## src/rtl/serial_add_sub.sv

```systemverilog
// Bit-serial adder/subtractor: one full-adder slice plus a carry flip-flop
// resolves one result bit per cycle, LSB first, under a start/busy/done handshake.
module serial_add_sub #(
    parameter int WIDTH = 8,
    localparam int CNT_W = $clog2(WIDTH + 1)
) (
    input  logic             clk,
    input  logic             rst,
    input  logic             start,
    input  logic             sub,
    input  logic [WIDTH-1:0] a,
    input  logic [WIDTH-1:0] b,
    output logic             busy,
    output logic             done,
    output logic [WIDTH-1:0] sum,
    output logic             cout,
    output logic             ovf
);

    typedef enum logic [1:0] {
        IDLE = 2'd0,
        RUN  = 2'd1,
        DONE = 2'd2
    } state_t;

    state_t state, state_next;

    logic [WIDTH-1:0] a_sr;
    logic [WIDTH-1:0] b_sr;
    logic [WIDTH-1:0] psum;
    logic [CNT_W-1:0] cnt;
    logic             carry;

    logic             load;
    logic             last;
    logic             s;
    logic             c_next;
    logic [WIDTH-1:0] psum_next;

    // Handshake: start is accepted only from IDLE or DONE (load). busy is high
    // exactly while RUN; done is high for the single DONE cycle that follows.
    always_comb begin
        load      = start && (state == IDLE || state == DONE);
        last      = (state == RUN) && (cnt == CNT_W'(WIDTH - 1));
        s         = a_sr[0] ^ b_sr[0] ^ carry;
        c_next    = (a_sr[0] & b_sr[0]) | (carry & (a_sr[0] ^ b_sr[0]));
        psum_next = {s, psum[WIDTH-1:1]};
    end

    always_comb begin
        state_next = state;
        case (state)
            IDLE:    if (start) state_next = RUN;
            RUN:     if (last) state_next = DONE;
            DONE:    state_next = start ? RUN : IDLE;
            default: state_next = IDLE;
        endcase
    end

    always_ff @(posedge clk or posedge rst) begin
        if (rst) state <= IDLE;
        else     state <= state_next;
    end

    always_ff @(posedge clk or posedge rst) begin
        if (rst) begin
            a_sr  <= '0;
            b_sr  <= '0;
            psum  <= '0;
            cnt   <= '0;
            carry <= 1'b0;
            sum   <= '0;
            cout  <= 1'b0;
            ovf   <= 1'b0;
        end else if (load) begin
            // Subtraction is a + ~b + 1: invert b and seed the carry with sub.
            a_sr  <= a;
            b_sr  <= b ^ {WIDTH{sub}};
            carry <= sub;
            cnt   <= '0;
        end else if (state == RUN) begin
            a_sr  <= a_sr >> 1;
            b_sr  <= b_sr >> 1;
            psum  <= psum_next;
            carry <= c_next;
            cnt   <= cnt + CNT_W'(1);
            if (last) begin
                // On the MSB slice, carry is the carry into the MSB.
                sum  <= psum_next;
                cout <= c_next;
                ovf  <= carry ^ c_next;
            end
        end
    end

    assign busy = (state == RUN);
    assign done = (state == DONE);

endmodule

```

## config.mk

```make
export PLATFORM = sky130hd
export DESIGN_NAME = serial_add_sub
export DESIGN_NICKNAME = d
export VERILOG_FILES = /design/src/rtl/serial_add_sub.sv
export SDC_FILE = /design/constraint.sdc
export NUM_CORES = 1
export LEC_CHECK = 0
export BUFFER_PORTS_ARGS = -buffer_cell sky130_fd_sc_hd__clkbuf_2
export CAP_MARGIN = 20
export CORE_UTILIZATION = 32
export CTS_CLUSTER_DIAMETER = 100
export DETAILED_ROUTE_END_ITERATION = 10
export SYNTH_ARGS = -nofsm -noshare
export SYNTH_HDL_FRONTEND = slang
export SYNTH_SLANG_ARGS = --single-unit
```

## constraint.sdc

```tcl
create_clock -name clk -period 2.05 [get_ports clk]
set_clock_uncertainty 0.15 [all_clocks]
set_input_delay 0.205 -clock clk [delete_from_list [all_inputs] [get_ports clk]]
set_output_delay 0.205 -clock clk [all_outputs]
set_load 0.02 [all_outputs]
```

==> metrics.cfg, run 1 <==
[grt]
global_route.overflow_total=0
pin_count_of_the_biggest_net_entering_global_routing=41
wire_length_of_the_first_global_routing_pass_mm=5.00
via_count_of_the_first_global_routing_pass=1110
grt_util_all_layers_pct=11.0
initial_antenna_violation_count=0

[setup_path]
cp_data_arrival_time_ns=1.53
critPathTopFamily=buffers and inverters
worstRegToRegCells=4
crit_path_cell_trace=nand2b_1 -> inv_2 -> clkbuf_2
timing.critical_path.required_ns=1.69
critical_path.endpoint_type=primary output
timing.critical_path.fanout_max=23
worstSetupPathDepth=3
cp-start-kind=register
cp_slowest_cell=sky130_fd_sc_hd__inv_2
buffers_plus_inverters_on_the_worst_setup_path=2
cp_slowest_stage_delay_ns=0.39
timing_worst_setup_path_type=register to primary output

[placed_design]
detailedPlace.worstSlack_ns=0.266
io_buffer_count=31
finalWeightedCongestion=0.757
post-dp-hpwl_mm=2.03

[pwr]
power.clock.fraction_pct=16.4
netSwitchingPower_mw=1.16
peakVddDrop_uv=567
cellLeakagePower_nw=1.05
power_switching_share_pct=36.1
combinational_power_share_pct=40.2
p_int_mw=2.05
power.density_cell_area_mw_per_mm2=1470
pwr-share-seq_pct=43.4

[timing]
max_freq_mhz=530
setup_total_negative_slack_ns=0
worst_pin_slew_ns=0.520
worst_slack_ns=0.163
setup_viol=0
period_minus_slack_ns=1.89
timing_hold_violations_final=0
timing.slew.headroom_pct=65.2
timing.final.crit_share_pct=92.1
rsz0062_at_grt=no
slew_violations=0

[clock_network]
clock_tree_from_tritoncts=yes
cts.sink_count=40
clock_path_buffers=2
clock_latency_ns=0.29
cts.root.buffer_cell=sky130_fd_sc_hd__clkbuf_8
post_cts_buffers=0
number_of_cts_inserted_buffers=5
cts_htree_levels=2
path_clk_slew_ns=0.07

[synth]
post_synth_instance_area_mm2=0.00178
yosys_register_bits=40
sequential_element_share_of_the_synthesized_area_pct=56.2
avg_synthesized_cell_area_um2=12.3
synth_top_area_cell=sky130_fd_sc_hd__dfrtp_1
yosys_cell_types=24
synth_top_cells_by_area=sky130_fd_sc_hd__dfrtp_1, sky130_fd_sc_hd__mux2_2, sky130_fd_sc_hd__mux2i_1, sky130_fd_sc_hd__xor2_1, sky130_fd_sc_hd__nand2_1
postSynthNetCount=167
ys.warnings.count=0
netlist_instances=145
synthDominantCellAreaShare_pct=56.2

[floorplan]
initial_core_util_pct=34.0
fp.dieArea_mm2=0.00587
rows=26
io_pins=32
core_area_mm2=0.00524
die_height_um=76.6
chipWidth_um=76.6

[routing]
post-route-drc-count=0
drt-pass1-iter-count=4
routed_wl_mm=2.96
detailedRoute.firstIterationViolations=45
drt-wirelength-per-cell_um=11.5
route.antenna.remaining_nets=0
detail_route.vias_per_cell=4.43
detailroute.via_count=1138

[cells_and_area]
layout-drive-gt1-share_pct=33.7
mostFrequentLayoutCell=sky130_fd_sc_hd__dfrtp_1
layout.core_utilization_pct=41.5
num_antenna_cells=0
area_used_by_multi_input_combinational_logic_um2=708
nFillCells=486
storage_cell_area_mm2=0.00100
layout_common_cells=sky130_fd_sc_hd__dfrtp_1, sky130_fd_sc_hd__clkbuf_2, sky130_fd_sc_hd__nand2_1, sky130_fd_sc_hd__mux2_2, sky130_fd_sc_hd__mux2i_1
final_nets=208
syn_to_final_growth_pct=21.9

[hold_path]
worstHoldPathCells=4
hold_class=primary input to register

[job]
maxCapViolCount=0

[outcome]
outcome=complete, no violations

==> what timing repair did <==
action / CTS / global route
hold endpoints to repair: 48 / 0
resized for setup: 0 / 0
hold buffers: 9 / 0
==> worst reg2reg max path, stage by stage (launching register included) <==
cell and delay [ns]:
sky130_fd_sc_hd__dfrtp_1 0.40, sky130_fd_sc_hd__ha_1 0.20, sky130_fd_sc_hd__nand2_1 0.10, sky130_fd_sc_hd__nor3_4 0.42
sky130_fd_sc_hd__mux2_2 0.40
==> metrics by stage <==
step | power, mW | hold slack (ns) | instance area, µm² | cells
6_report | 3.20 | 0.0607 | 2170 | 257
5_1_grt | 3.45 | 0.0718 | 2170 | 257
4_1_cts | 3.25 | 0.0564 | 2170 | 257
3_5_place_dp | 2.71 | 0.189 | 1990 | 240
3_3_place_gp | 2.68 | 0.191 | 1990 | 240
2_1_floorplan | 2.40 | 0.183 | 1780 | 145
==> power by group through the flow <==
| stage | sequential, mW | combinational [mW] | clock, mW |
|---|---|---|---|
| after floorplan | 1.47 | 0.931 | 0 |
| after global placement | 1.41 | 1.27 | 0 |
| after detailed placement | 1.41 | 1.30 | 0 |
| after CTS | 1.39 | 1.31 | 0.542 |
| after global routing | 1.44 | 1.43 | 0.576 |
| final | 1.39 | 1.29 | 0.523 |
==> synthesized netlist by cell type <==
library cell               number
sky130_fd_sc_hd__clkbuf_2       1
sky130_fd_sc_hd__nor2b_1        2
sky130_fd_sc_hd__mux2_2        18
sky130_fd_sc_hd__nand4_1        1
sky130_fd_sc_hd__a22oi_1        7
sky130_fd_sc_hd__o21ai_0        9
sky130_fd_sc_hd__nand2b_1       2
sky130_fd_sc_hd__xnor2_1        1
sky130_fd_sc_hd__inv_2          1
sky130_fd_sc_hd__fa_1           1
sky130_fd_sc_hd__nand2_1       19
sky130_fd_sc_hd__buf_1          2
sky130_fd_sc_hd__dfrtp_1       40
sky130_fd_sc_hd__nand3_1        7
sky130_fd_sc_hd__mux2i_1       10
sky130_fd_sc_hd__nor3_4         1
sky130_fd_sc_hd__xor2_1         9
sky130_fd_sc_hd__ha_1           1
sky130_fd_sc_hd__inv_1          1
sky130_fd_sc_hd__clkbuf_1       1
sky130_fd_sc_hd__a22o_1         3
sky130_fd_sc_hd__buf_6          3
sky130_fd_sc_hd__nor2_1         2
sky130_fd_sc_hd__buf_2          3
==> flip-flops by register name, summed over array words and instances (netlist names), 2 cells and up <==
signal,flops
b_sr,8
state,2
psum,7
a_sr,8
sum,8
cnt,4
==> layout make-up <==
type | instances | area share [%]
flip-flops and latches | 40 | 46.1
multi-input cells | 93 | 32.6
repair buffers | 44 | 12.7
well taps | 70 | 4.03
clock buffers | 6 | 3.80
clock inverters | 2 | 0.461
inverters | 2 | 0.346
==> cells by family (layout without fill, tap and decap cells) <==
kind of cell / count (synthesis) / in the layout / share of synthesized area, %
flip-flops: 40 / 40 / 56.2
AND/OR/NAND/NOR: 34 / 34 / 9.06
multiplexers: 28 / 28 / 17.0
AO/OA/AOI/OAI: 19 / 19 / 6.95
buffers and inverters: 12 / 54 / 4.07
XOR/XNOR: 10 / 10 / 4.92
adder cells (fa/ha/maj): 2 / 2 / 1.83
==> routing by layer <==
metal	up-vias	GRT usage (%)	share of wire, %
met2	22	17.6	48
met1	532	13.6	47
li1	579	-	-
met5	-	0	0
met4	0	5.77	1.7
met3	5	2.87	3.3
==> final timing paths <==
path	start	endpoint	slack [ns]
setup / recovery	state[1]	busy	0.16
max in group asynchronous	rst	cnt[2]	0.99
hold reg to reg	a_sr[2]	a_sr[2]	0.36
hold / removal	b[6]	b_sr[6]	0.06
setup reg to reg	cnt[0]	sum[3]	0.27
min in group asynchronous	rst	cout	0.41
No activity file was read; power rests on OpenSTA's default activity.
==> run 2: changes to the inputs <==
Settings changed: CORE_MARGIN from default to 5.
==> metrics.cfg, run 2 (same netlist as run 1, synthesis figures left out) <==
[outcome]
outcome=complete, no violations

[setup_path]
cp-start-kind=register
timing.critical_path.required_ns=1.69
reg2reg_to=b_sr[7]
cp_slowest_stage_delay_ns=0.39
source_of_the_critical_timing_path=state[1]
worstRegToRegCells=4
cp_slowest_cell=sky130_fd_sc_hd__inv_2
cp_data_arrival_time_ns=1.53
reg2reg_setup_slack_ns=0.41
timing_worst_setup_path_type=register to primary output
worst_r2r_startpoint=state[1]
critical_path.endpoint_type=primary output
buffers_plus_inverters_on_the_worst_setup_path=2
critPathTopFamily=buffers and inverters
worst_setup_path_endpoint=busy
worstSetupPathDepth=3
timing.critical_path.fanout_max=23
crit_path_cell_trace=nand2b_1 -> inv_2 -> clkbuf_2

[routing]
detailroute.via_count=1175
route.antenna.remaining_nets=0
post-route-drc-count=0
drt-pass1-iter-count=4
routed_wl_mm=3.32
detailedRoute.firstIterationViolations=29
drt-wirelength-per-cell_um=12.7
detail_route.vias_per_cell=4.50

[cells_and_area]
syn_to_final_growth_pct=22.8
layout_common_cells=sky130_fd_sc_hd__dfrtp_1, sky130_fd_sc_hd__clkbuf_2, sky130_fd_sc_hd__nand2_1, sky130_fd_sc_hd__mux2_2, sky130_fd_sc_hd__mux2i_1
final_nets=210
final_cell_area_mm2=0.00219
storage_cell_area_mm2=0.00100
mostFrequentLayoutCell=sky130_fd_sc_hd__dfrtp_1
area_used_by_multi_input_combinational_logic_um2=708
nFillCells=540
num_antenna_cells=0
top_regs=a_sr (8), b_sr (8), sum (8)
layout-drive-gt1-share_pct=33.3
instances_no_fill=261

[grt]
via_count_of_the_first_global_routing_pass=1249
global_route.overflow_total=0
grt_util_all_layers_pct=10.2
wire_length_of_the_first_global_routing_pass_mm=5.80
initial_antenna_violation_count=0
pin_count_of_the_biggest_net_entering_global_routing=41

[placed_design]
io_buffer_count=31
dp_cells=244
finalWeightedCongestion=0.702
placed_cell_area_mm2=0.00201
post-dp-hpwl_mm=2.25

[clock_network]
path_clk_slew_ns=0.07
cts.sink_count=40
clock_tree_from_tritoncts=yes
cts_htree_levels=2
clock_path_buffers=2
number_of_cts_inserted_buffers=5
cts.root.buffer_cell=sky130_fd_sc_hd__clkbuf_8
post_cts_buffers=0
clock_latency_ns=0.29

[timing]
setup_total_negative_slack_ns=0
setup_viol=0
timing.final.crit_share_pct=92.1
finalHoldWorstSlack_ns=0.0600
worst_pin_slew_ns=0.491
rsz0062_at_grt=no
timing.slew.headroom_pct=67.3
max_freq_mhz=530
slew_violations=0
period_minus_slack_ns=1.89
timing_hold_violations_final=0

[floorplan]
die_height_um=84.6
fp.dieArea_mm2=0.00716
initial_core_util_pct=32.6
chipWidth_um=84.6
io_pins=32
core_area_mm2=0.00547
rows=27

[pwr]
power.total_mw=3.22
peakVddDrop_uv=445
power.density_cell_area_mw_per_mm2=1470
cellLeakagePower_nw=1.05

[hold_path]
hold_start=b[2]
hold_class=primary input to register

[job]
maxCapViolCount=0

## run 2: where the power goes
| group | switching, mW | internal, mW | leakage (nW) | total (mW) |
|---|---|---|---|---|
| clock | 0.248 | 0.274 | 0.0455 | 0.522 |
| combinational | 0.674 | 0.626 | 0.510 | 1.30 |
| sequential | 0.232 | 1.16 | 0.498 | 1.40 |
| total | 1.15 | 2.06 | 1.05 | 3.22 |
## run 2: layout make-up
| class | count | share of cell area (%) |
|---|---|---|
| Sequential cell | 40 | 45.8 |
| Multi-Input combinational cell | 93 | 32.4 |
| Clock buffer | 8 | 4.12 |
| Tap cell | 72 | 4.12 |
| Inverter | 2 | 0.343 |
| Timing Repair Buffer | 46 | 13.3 |
## run 2: routing by layer
layer | vias up | wire (µm) | GRT usage [%]
met1 | 562 | 1530 | 12.2
li1 | 583 | - | -
met5 | - | 0 | 0
met4 | 0 | 95 | 6.04
met2 | 22 | 1510 | 16.2
met3 | 8 | 179 | 3.14
## run 2: through the flow
stage | utilization (%) | worst slack [ns]
after global routing | 40.0 | 0.0512
after detailed placement | 36.7 | 0.397
after floorplan | - | 0.504
final | 40.0 | 0.163
after global placement | 36.7 | 0.436
after CTS | 40.0 | 0.144
## run 2: worst min path at each step
stage                          to  slack [ns]  cells after the start
after floorplan           a_sr[0]        0.18                      2
after global placement     sum[1]        0.18                      3
after detailed placement   sum[1]        0.18                      3
after CTS                 b_sr[2]        0.06                      4
after global routing      b_sr[5]        0.07                      4
final                     b_sr[2]        0.06                      4
## run 2: worst min-delay path, delay by kind of cell
| family | cells | cell delay (ns) |
|---|---|---|
| xor+xnor | 1 | 0.05 |
| buf+inv | 1 | 0.09 |
| simple gates | 1 | 0.05 |
| compound gates | 1 | 0.07 |
## run 2: what timing repair did
item / 4_1_cts / 5_1_grt
hold buffers: 9 / 0
endpoints found under the setup margin: 0 / 0
hold endpoints to repair: 48 / 0
resized for setup: 0 / 0
==> run 3: changes to the inputs <==
Settings changed: BUFFER_PORTS_ARGS -buffer_cell sky130_fd_sc_hd__clkbuf_2 to -buffer_cell sky130_fd_sc_hd__buf_2.
==> metrics.cfg, run 3 (same netlist as run 1, synthesis figures left out) <==
[clock_network]
count_of_cells_resized_by_post_cts_repair=0
clock_tree_from_tritoncts=yes
path_clk_slew_ns=0.07
cts.sink_count=40
cts.root.buffer_cell=sky130_fd_sc_hd__clkbuf_8
clock_latency_ns=0.29
clock_path_buffers=2
cts_htree_levels=2
number_of_cts_inserted_buffers=5

[setup_path]
timing.critical_path.fanout_max=23
critical_path.endpoint_type=primary output
timing.critical_path.required_ns=1.69
cp-start-kind=register
worstRegToRegCells=4
timing_worst_setup_path_type=register to primary output
cp_data_arrival_time_ns=1.54
reg2reg_setup_slack_ns=0.38

[cells_and_area]
layout_common_cells=sky130_fd_sc_hd__dfrtp_1, sky130_fd_sc_hd__buf_2, sky130_fd_sc_hd__nand2_1, sky130_fd_sc_hd__mux2_2, sky130_fd_sc_hd__mux2i_1
syn_to_final_growth_pct=22.8
final_cell_area_mm2=0.00219
instances_no_fill=261
mostFrequentLayoutCell=sky130_fd_sc_hd__dfrtp_1
final_nets=210
num_antenna_cells=0
top_regs=a_sr (8), b_sr (8), sum (8)
layout-drive-gt1-share_pct=33.3

[placed_design]
finalWeightedCongestion=0.692
dp_cells=244
placed_cell_area_mm2=0.00201
post-dp-hpwl_mm=2.25
io_buffer_count=31

[floorplan]
io_pins=32
fp.dieArea_mm2=0.00716
core_area_mm2=0.00547
initial_core_util_pct=32.6
chipWidth_um=84.6
die_height_um=84.6
rows=27

[grt]
groute.layer.met1.usage_pct=13.1
pin_count_of_the_biggest_net_entering_global_routing=41
wire_length_of_the_first_global_routing_pass_mm=5.83
globalRouteMet2Util_pct=16.0
initial_antenna_violation_count=0
grt_util_all_layers_pct=10.3
global_route.overflow_total=0
via_count_of_the_first_global_routing_pass=1261
most_utilized_layer_in_the_global_route_result=met2
gr-usage-met3_pct=3.34

[routing]
routed_wl_mm=3.30
drt-pass1-iter-count=4
post-route-drc-count=0
drt-wirelength-per-cell_um=12.6
detailroute.via_count=1186
detailedRoute.firstIterationViolations=81
detail_route.vias_per_cell=4.54
route.antenna.remaining_nets=0

[timing]
slew_violations=0
setup_total_negative_slack_ns=0
rsz0062_at_grt=no
max_freq_mhz=527
setup_viol=0
timing.final.crit_share_pct=92.6
timing.slew.headroom_pct=66.4
period_minus_slack_ns=1.90
worst_pin_slew_ns=0.503
timing_hold_violations_final=0

[job]
maxCapViolCount=0

[hold_path]
worstHoldPathCells=4
hold_class=primary input to register

[pwr]
power.total_mw=3.22
power.density_cell_area_mw_per_mm2=1470
peakVddDrop_uv=429
cellLeakagePower_nw=1.05

[outcome]
outcome=complete, no violations

[run 3: area by class of cell]
type	instances	area [µm²]
Sequential cell	40	1000
Fill cell	536	3290
Timing Repair Buffer	46	290
Tap cell	72	90.1
Clock buffer	8	90.1
Inverter	2	7.51
Multi-Input combinational cell	93	708
[run 3: per-layer routing]
layer  up-vias  share of wire (%)
met5         -                  0
met4         0                2.3
met3         6                5.1
met2        28                 46
met1       570                 47
li1        582                  -
[run 3: where the power goes]
| group | internal [mW] | switching [mW] | total [mW] |
|---|---|---|---|
| Sequential | 1.16 | 0.225 | 1.39 |
| Combinational | 0.631 | 0.683 | 1.31 |
| Clock | 0.274 | 0.245 | 0.519 |
| Total | 2.07 | 1.15 | 3.22 |
[run 3: what timing repair did]
action,4_1_cts,5_1_grt
endpoints found under the hold margin,48,0
hold buffers,9,0
buffers inserted,0,0
[run 3: final timing paths]
| kind | from | to |
|---|---|---|
| setup / recovery | state[1] | busy |
| hold / removal | b[2] | b_sr[2] |
| setup reg to reg | state[1] | b_sr[7] |
| hold reg to reg | a_sr[3] | a_sr[3] |
| max in group asynchronous | rst | cnt[2] |
| min in group asynchronous | rst | carry |
[run 3: per-stage QoR]
| stage | util (%) | hold WS (ns) | setup slack, ns |
|---|---|---|---|
| CTS | 40.0 | 0.0500 | 0.122 |
| global route | 40.0 | 0.0650 | 0.0312 |
| detailed placement | 36.7 | 0.200 | 0.370 |
| global placement | 36.7 | 0.201 | 0.437 |
| floorplan | - | 0.183 | 0.504 |
| finish | 40.0 | 0.0603 | 0.152 |
[run 3: critical path: stages, from the launching register on]
cell                       delay (ns)
sky130_fd_sc_hd__dfrtp_1         0.37
sky130_fd_sc_hd__nand2b_1        0.23
sky130_fd_sc_hd__inv_2           0.39
sky130_fd_sc_hd__buf_2           0.25
